$ cat src/rtl/cpu_sequencer.sv
// Control sequencer for the accumulator CPU: fetch/decode/execute FSM with memory wait states,
// JMP/NOP/HALT, illegal-opcode trap. Optional wait timeout is enabled by defining MEM_TIMEOUT_EN.
module cpu_sequencer #(
  parameter int WORD_W  = 8,
  parameter int OP_W    = 3,
  parameter int ADDR_W  = WORD_W - OP_W,
  parameter int TIMEOUT = 15
) (
  input  logic            clock,
  input  logic            n_reset,
  input  logic [OP_W-1:0] op,
  input  logic            z_flag,
  input  logic            mem_ready,
  output logic            load_MAR,
  output logic            load_MDR,
  output logic            load_IR,
  output logic            load_PC,
  output logic            load_ACC,
  output logic            PC_bus,
  output logic            ACC_bus,
  output logic            MDR_bus,
  output logic            Addr_bus,
  output logic            INC_PC,
  output logic            ALU_sub,
  output logic            ALU_pass,
  output logic            CS,
  output logic            R_NW,
  output logic            instr_done,
  output logic            halted,
  output logic            err
);

  typedef enum logic [3:0] {
    S_FETCH_ADDR  = 4'd0,
    S_FETCH_MEM   = 4'd1,
    S_FETCH_IR    = 4'd2,
    S_DECODE      = 4'd3,
    S_EXEC_ADDR   = 4'd4,
    S_EXEC_STORE  = 4'd5,
    S_EXEC_MEM    = 4'd6,
    S_EXEC_WB     = 4'd7,
    S_BRANCH      = 4'd8,
    S_HALTED      = 4'd9
  } state_e;

  if (OP_W < 3 || ADDR_W < 1 || TIMEOUT < 1) begin : g_param_chk
    $error("cpu_sequencer: OP_W must be >= 3, ADDR_W and TIMEOUT >= 1");
  end

  state_e state_q, state_d;
  logic   wr_q, wr_d;
  logic   pass_q, pass_d;
  logic   sub_q, sub_d;
  logic   err_q, err_d;
  logic   done_q;
  logic   op_hi_s;
  logic   tmo_s;

  // Opcode bits above the 3-bit base field make the instruction illegal.
  if (OP_W > 3) begin : g_op_hi
    assign op_hi_s = |op[OP_W-1:3];
  end else begin : g_op_no_hi
    assign op_hi_s = 1'b0;
  end

`ifdef MEM_TIMEOUT_EN
  localparam int CNT_W = $clog2(TIMEOUT + 1);
  localparam logic [CNT_W-1:0] TO_C = CNT_W'(TIMEOUT);
  logic [CNT_W-1:0] cnt_q;

  // Wait counter: cleared outside MEM states, counts cycles without mem_ready.
  always_ff @(posedge clock or negedge n_reset) begin
    if (!n_reset) begin
      cnt_q <= '0;
    end else if ((state_q == S_FETCH_MEM || state_q == S_EXEC_MEM) && !mem_ready) begin
      cnt_q <= cnt_q + CNT_W'(1);
    end else begin
      cnt_q <= '0;
    end
  end

  assign tmo_s = (cnt_q == TO_C);
`else
  assign tmo_s = 1'b0;
`endif

  // State and decoded-instruction registers.
  always_ff @(posedge clock or negedge n_reset) begin
    if (!n_reset) begin
      state_q <= S_FETCH_ADDR;
      wr_q    <= 1'b0;
      pass_q  <= 1'b0;
      sub_q   <= 1'b0;
      err_q   <= 1'b0;
      done_q  <= 1'b0;
    end else begin
      state_q <= state_d;
      wr_q    <= wr_d;
      pass_q  <= pass_d;
      sub_q   <= sub_d;
      err_q   <= err_d;
      done_q  <= (state_d == S_FETCH_ADDR);
    end
  end

  // Next-state logic; op and z_flag matter only in DECODE.
  always_comb begin
    state_d = state_q;
    wr_d    = wr_q;
    pass_d  = pass_q;
    sub_d   = sub_q;
    err_d   = err_q;
    case (state_q)
      S_FETCH_ADDR: state_d = S_FETCH_MEM;
      S_FETCH_MEM: begin
        if (mem_ready) begin
          state_d = S_FETCH_IR;
        end else if (tmo_s) begin
          state_d = S_HALTED;
          err_d   = 1'b1;
        end else begin
          state_d = S_FETCH_MEM;
        end
      end
      S_FETCH_IR: state_d = S_DECODE;
      S_DECODE: begin
        if (op_hi_s) begin
          state_d = S_HALTED;
          err_d   = 1'b1;
        end else begin
          case (op[2:0])
            3'd0: begin state_d = S_EXEC_ADDR; wr_d = 1'b0; pass_d = 1'b1; sub_d = 1'b0; end
            3'd1: begin state_d = S_EXEC_ADDR; wr_d = 1'b1; pass_d = 1'b0; sub_d = 1'b0; end
            3'd2: begin state_d = S_EXEC_ADDR; wr_d = 1'b0; pass_d = 1'b0; sub_d = 1'b0; end
            3'd3: begin state_d = S_EXEC_ADDR; wr_d = 1'b0; pass_d = 1'b0; sub_d = 1'b1; end
            3'd4: state_d = z_flag ? S_FETCH_ADDR : S_BRANCH;
            3'd5: state_d = S_BRANCH;
            3'd6: state_d = S_FETCH_ADDR;
            3'd7: state_d = S_HALTED;
            default: begin
              state_d = S_HALTED;
              err_d   = 1'b1;
            end
          endcase
        end
      end
      S_EXEC_ADDR:  state_d = wr_q ? S_EXEC_STORE : S_EXEC_MEM;
      S_EXEC_STORE: state_d = S_EXEC_MEM;
      S_EXEC_MEM: begin
        if (mem_ready) begin
          state_d = wr_q ? S_FETCH_ADDR : S_EXEC_WB;
        end else if (tmo_s) begin
          state_d = S_HALTED;
          err_d   = 1'b1;
        end else begin
          state_d = S_EXEC_MEM;
        end
      end
      S_EXEC_WB: state_d = S_FETCH_ADDR;
      S_BRANCH:  state_d = S_FETCH_ADDR;
      S_HALTED:  state_d = S_HALTED;
      default:   state_d = S_FETCH_ADDR;
    endcase
  end

  // Moore output decode; reset forces everything low without waiting for a clock.
  always_comb begin
    load_MAR = 1'b0;
    load_MDR = 1'b0;
    load_IR  = 1'b0;
    load_PC  = 1'b0;
    load_ACC = 1'b0;
    PC_bus   = 1'b0;
    ACC_bus  = 1'b0;
    MDR_bus  = 1'b0;
    Addr_bus = 1'b0;
    INC_PC   = 1'b0;
    ALU_sub  = 1'b0;
    ALU_pass = 1'b0;
    CS       = 1'b0;
    R_NW     = 1'b0;
    halted   = 1'b0;
    if (!n_reset) begin
      halted = 1'b0;
    end else begin
      case (state_q)
        S_FETCH_ADDR: begin PC_bus = 1'b1; load_MAR = 1'b1; end
        S_FETCH_MEM:  begin CS = 1'b1; R_NW = 1'b1; load_MDR = 1'b1; end
        S_FETCH_IR:   begin MDR_bus = 1'b1; load_IR = 1'b1; INC_PC = 1'b1; end
        S_DECODE:     halted = 1'b0;
        S_EXEC_ADDR:  begin Addr_bus = 1'b1; load_MAR = 1'b1; end
        S_EXEC_STORE: begin ACC_bus = 1'b1; load_MDR = 1'b1; end
        S_EXEC_MEM: begin
          CS       = 1'b1;
          R_NW     = !wr_q;
          load_MDR = !wr_q;
        end
        S_EXEC_WB: begin
          MDR_bus  = 1'b1;
          load_ACC = 1'b1;
          ALU_pass = pass_q;
          ALU_sub  = sub_q;
        end
        S_BRANCH:     begin Addr_bus = 1'b1; load_PC = 1'b1; end
        S_HALTED:     halted = 1'b1;
        default:      halted = 1'b0;
      endcase
    end
  end

  assign instr_done = done_q;
  assign err        = err_q;

endmodule
$ cat config.mk
export PLATFORM = sky130hd
export DESIGN_NAME = cpu_sequencer
export DESIGN_NICKNAME = d
export VERILOG_FILES = /design/src/rtl/cpu_sequencer.sv
export SDC_FILE = /design/constraint.sdc
export NUM_CORES = 1
export LEC_CHECK = 0
export CORE_AREA = 2 2 44 46
export DETAILED_ROUTE_END_ITERATION = 6
export DIE_AREA = 0 0 46 48
export HOLD_SLACK_MARGIN = 0.08
export PLACE_DENSITY = 0.71
export SLEW_MARGIN = 0
export SYNTH_ARGS = -nofsm -noshare
export SYNTH_HDL_FRONTEND = slang
export SYNTH_SLANG_ARGS = --single-unit
export TNS_END_PERCENT = 100
$ cat constraint.sdc
create_clock -name clock -period 1.8 [get_ports clock]
set_clock_uncertainty 0.2 [all_clocks]
set_input_delay 0.45 -clock clock [delete_from_list [all_inputs] [get_ports clock]]
set_output_delay 0.45 -clock clock [all_outputs]
set_load 0.005 [all_outputs]
==> results of run 1 <==
## state kept, by name, indices dropped and copies added, names as in the netlist
| name | cells |
|---|---|
| wr_q | 1 |
| sub_q | 1 |
| pass_q | 1 |
| instr_done | 1 |
| state_q | 4 |
## placed cells by master (no fill, tap or decap), types with 3 or more instances in the layout
| cell type | netlist | final |
|---|---|---|
| buf_4 | 2 | 27 |
| buf_2 | 2 | 14 |
| buf_6 | 2 | 14 |
| clkdlybuf4s50_1 | 0 | 6 |
| dfrtp_1 | 8 | 5 |
| nor2_1 | 7 | 4 |
| nor3_2 | 0 | 4 |
| a21oi_1 | 6 | 3 |
| o21ai_0 | 4 | 3 |
| nand2b_4 | 0 | 3 |
| a21oi_2 | 0 | 3 |
| clkbuf_4 | 0 | 3 |
| dfrtp_2 | 0 | 3 |
## through the flow
step / area (sq um) / setup WS (ps)
2_1_floorplan: 626.9 / 23.89
4_1_cts: 1194 / -289.0
3_3_place_gp: 1008 / -850.7
5_1_grt: 1247 / -341.8
6_report: 1247 / -293.8
3_5_place_dp: 1008 / -886.3
## critical path, cell delays in order (launching register included)
cell     delay (ps)
dfrtp_2         440
or3b_4          420
buf_6           130
a21oi_2          90
buf_2           110
## layout make-up
type | instances | area [sq um] | area share [%]
clock buffer | 3 | 22.52 | 1.805
tap | 17 | 21.27 | 1.705
sequential | 8 | 203.9 | 16.35
inverter | 3 | 11.26 | 0.9027
timing repair buffer | 62 | 500.5 | 40.12
multi-input combinational | 54 | 488.0 | 39.12
## path summary, 6_finish.rpt
check | start | end | slack, ps | cells after the start
worst max-delay path | state_q[1] | R_NW | -290 | 4
worst min-delay path | n_reset | state_q[1] | 140 | 3
worst max register to register | state_q[1] | instr_done | -190 | 7
worst min register to register | pass_q | pass_q | 310 | 1
max in group asynchronous | n_reset | state_q[3] | 1000 | 4
min in group clock | pass_q | pass_q | 310 | 1
## logic make-up (layout without fill, tap and decap cells)
family | after synthesis | after routing | synth area share, %
compound gates | 16 | 16 | 18.41
other cells | 1 | 1 | 0.6129
simple gates | 36 | 36 | 36.81
mux | 1 | 1 | 1.840
flops | 8 | 8 | 32.72
buf+inv | 9 | 68 | 9.610
## Yosys cell counts (all sizes together) (3+ instances only)
cell and instances:
nand2b 4, buf 6, nand3 3, a21oi 6, nand2 4, dfrtp 8
inv 3, nor2 7, o21ai 4, nor3 4
## layer usage
| layer | routed length [um] | share of wire, % |
|---|---|---|
| met2 | 1254 | 56 |
| met4 | 63 | 2.8 |
| met1 | 821 | 37 |
| met5 | 0 | 0 |
| met3 | 86 | 3.9 |
## what timing repair did
action,in CTS,in global routing
buffers inserted,12,6
gates resized for setup,94,15
pin swaps,13,6
setup endpoints to repair,19,19
## power by group
group          internal, mW  total, mW  switching [mW]  leakage, nW
sequential            0.264      0.345          0.0807       0.0991
clock                0.0761      0.135          0.0591       0.0138
combinational         0.773       1.32           0.549        0.477
total                  1.11       1.80           0.689        0.590
==> summary.txt, run 1 <==
Layout Cells excl Fill: 147
Max Fclk: 477.6 MHz
Dpl hpwl: 1388 um
Avg Vias per Cell: 5.211
Synthesized area: 611.8 sq um
Total Routing Usage GR: 20.83%
Vias in the first global route: 707
Router iterations before antenna repair: 4
Layout area overhead: 103.9%
Dominant cell type by area after synthesis: dfrtp_1
Synth async-reset ratio: 100.0%
Number of port buffers: 22
Reg clk slew, reported paths: 50 ps
P per Cell Area: 1445 nW/um^2
Worst IR Drop VDD: 763.9 uV
Number of synthesized flops with an enable pin: 0
Layout cells sized above 1: 70.00%
Final period utilization: 116.3%
Die area: 2208 sq um
Final setup margin: -293.8 ps
Final total power: 1.803 mW
Setup-failing EPs final: 18
Shortest period the worst path allows: 2094 ps
H-tree depth: 1
Fill cell count: 106
Iteration-0 DRC Markers: 5
Initial antenna violation count: 0
Sequential area share after synthesis: 32.72%
Mapped Cells: 71
Grt met2 use: 37.22%
Maximum root-to-sink buffer count: 2
Setup repair after global routing missed its margin: yes
Worst setup EP type: primary output
Die span in x: 46 um
First-pass GRT wire length: 3146 um
Min Hold Slack: 135.1 ps
Hold-fix buffers at CTS: 0
N_diodes: 0
Top-area cell type share of the netlist area: 32.72%
Syn Area/Cell: 8.617 sq um
Nets: 139
Ys Warns: 0
WP data arrival: 1440 ps
Via count: 766
Violated checks: negative setup slack
Req. time, crit path: 1150 ps
Fin Setup TNS: -3361 ps
CTS tree: yes
Syn nets: 78
Top Usage Layer GRT: met2
DRC viols: 0
Critical path type: flip-flop to primary output
Final Hold Vio Count: 0
Gpl congestion: 0.8001
WL final: 2225 um
DR WL/cell: 15.14 um
Area of the core: 1689 sq um
Top FF cell, synth: dfrtp_1
# placed instances: 129
Max cap viols: 0
Outcome: finished, violations left
Hold Path Class: primary input to async pin
Setup crit start kind: flip-flop
Num rows: 15
Largest net degree at the start of global routing: 10
Leak: 0.5900 nW
Clock sink total: 8
Met1 usage in global routing: 23.80%
Synth unique cells: 32
Worst-path maximum fanout: 4
FF+latch count, synth: 8
Congestion Overflow GR: 0
Global-route track usage on met3: 0.3774%
Root buf cell: clkbuf_4
Worst skew pair latency: 250 ps
Initial core utilization: 36.22%
Num ports: 24
Post-route ant nets: 0
Top cells by area, synth: dfrtp_1 (33%), a21oi_1 (4.9%), nor2_1 (4.3%), nand2b_1 (4.1%), buf_6 (3.7%)
Total CTS buffers: 3
Max Slew Vio Count: 0
Die Height: 48 um
Post-layout util: 73.85%
Note: power is estimated with default switching activity, not from simulation.
==> run 2, diff against run 1 <==
- GPL_TIMING_DRIVEN: default -> 0
==> run 2 against run 1 <==
  * The flow still finishes with violations (negative setup slack)
  * Via count is 4.3% lower
  * Non-clock buffer count is 11 lower
  * Routed wire length is 2.2% lower
  * Hold slack better by 160 ps
  * Largest power group unchanged
  * Core utilization is 6.0 points lower
  * Global-route usage is 1.2 points lower
  * Worst setup slack worse by 6.2 ps
  * First-iteration DRC count is 120% higher
  * Sequential share of layout area is 1.1 points higher
==> summary.txt, run 2 (same netlist as run 1, synthesis figures left out) <==
Outcome: finished, violations left
Violated checks: negative setup slack
Worst-path maximum fanout: 7
DR WL/cell: 15.99 um
Worst skew pair latency: 250 ps
Fill cell count: 114
Largest register by flop count: state_q
Die area: 2208 sq um
Final period utilization: 116.7%
Avg Vias per Cell: 5.390
Cell depth of the worst setup path: 6
Die Height: 48 um
Placed Area: 868.3 sq um
Total CTS buffers: 3
DRC viols: 0
Post-route ant nets: 0
First-pass GRT wire length: 3022 um
Crit path cell chain: buf_6, buf_4, nand2_2, nor2_4, or2_4, buf_6
Area of the core: 1689 sq um
Fin area: 1146 sq um
Initial antenna violation count: 0
Worst IR Drop VDD: 660.4 uV
Reg clk slew, reported paths: 60 ps
Congestion Overflow GR: 0
Final total power: 1.713 mW
Layout area overhead: 87.32%
Largest net degree at the start of global routing: 9
Maximum root-to-sink buffer count: 2
Post-layout util: 67.85%
Total Routing Usage GR: 19.66%
Crit path max-delay family: simple AND/OR/NAND/NOR gates
Die span in x: 46 um
Layout Cells excl Fill: 136
H-tree depth: 1
Critical path type: flip-flop to primary output
Root buf cell: clkbuf_4
Iteration-0 DRC Markers: 11
Num ports: 24
Vias in the first global route: 681
Via count: 733
WP data arrival: 1450 ps
R2R depth: 6
Fin Setup TNS: -3390 ps
Layout cells sized above 1: 63.03%
Req. time, crit path: 1150 ps
Max cap viols: 0
Router iterations before antenna repair: 4
Max Fclk: 476.2 MHz
Nets: 128
Gpl congestion: 0.7899
CTS tree: yes
Max Slew Vio Count: 0
Min Hold Slack: 298.8 ps
WL final: 2175 um
Final Hold Vio Count: 0
Setup repair after global routing missed its margin: yes
Final setup margin: -300.1 ps
# placed instances: 110
Initial core utilization: 36.22%
WP buf/inv: 3
Hold Crit Depth: 1
N_diodes: 0
Worst slew margin: 65.77%
P per Cell Area: 1495 nW/um^2
Leak: 0.5418 nW
Commonest non-fill, non-tap cell in the layout: buf_4
Worst setup EP type: primary output
Dpl hpwl: 1167 um
Clock sink total: 8
Worst path max stage delay: 380 ps
Max FFs per register: 4
Pre-CTS setup slack: -1289 ps
Setup crit start kind: flip-flop
Shortest period the worst path allows: 2100 ps
Number of port buffers: 22
Setup-failing EPs final: 17
Hold Path Class: flip-flop to flip-flop
Most frequent cells in the layout: buf_4 (19), buf_2 (13), buf_6 (12)
Num rows: 15
Worst path most repeated cell: buf_6
Worst-margin pin slew: 506.3 ps
Crit-path slowest cell: dfrtp_1
-- run 2: cell types whose count changed in the layout (fill, tap and decap cells not counted), moves of 2 or more --
cell and delta:
dfrtp_2 -3, dfrtp_1 +3, buf_6 -2, nor3_2 -2, buf_4 -8
-- run 2: timing repair --
item | 4_1_cts | 5_1_grt
pin swaps | 11 | 7
endpoints found under the setup margin | 15 | 18
resized for setup | 97 | 7
hold buffers | 1 | 0
hold endpoints to repair | 8 | 0
buffers inserted | 16 | 6
-- run 2: area by class of cell --
| cell class | count | area (sq um) | area share, % |
|---|---|---|---|
| plain buffers | 6 | 60.06 | 5.240 |
| clock buffers | 3 | 22.52 | 1.965 |
| inverters | 3 | 11.26 | 0.9825 |
| multi-input cells | 54 | 478.0 | 41.70 |
| flip-flops and latches | 8 | 200.2 | 17.47 |
| well taps | 17 | 21.27 | 1.856 |
| repair buffers | 45 | 352.8 | 30.79 |
-- run 2: where the power goes --
group	total (mW)	internal [mW]	leakage (nW)	switching, mW
combinational	1.27	0.709	0.425	0.561
clock	0.135	0.0762	0.0138	0.0589
sequential	0.308	0.259	0.103	0.0496
-- run 2: per-layer routing --
layer | vias to the layer above | share of wire, % | global-route usage [%]
li1 | 345 | - | -
met1 | 344 | 37 | 20.59
met2 | 34 | 55 | 37.22
met3 | 10 | 5.1 | 2.642
met4 | 0 | 2.6 | 11.43
met5 | - | 0 | 0
-- run 2: worst reg2reg max path, cell delays in order (launching register included) --
cell      delay (ps)
dfrtp_1          410
buf_6            140
buf_6            100
buf_6            100
and4bb_4         350
and2b_4          190
mux2_4           300
-- run 2: final timing paths --
check                           startpoint    endpoint  slack [ps]
worst min-delay path                pass_q      pass_q         300
worst max-delay path            state_q[1]     MDR_bus        -300
min in group asynchronous          n_reset  state_q[0]         520
max in group asynchronous          n_reset      pass_q         620
worst min register to register      pass_q      pass_q         300
worst max register to register  state_q[2]      pass_q        -120
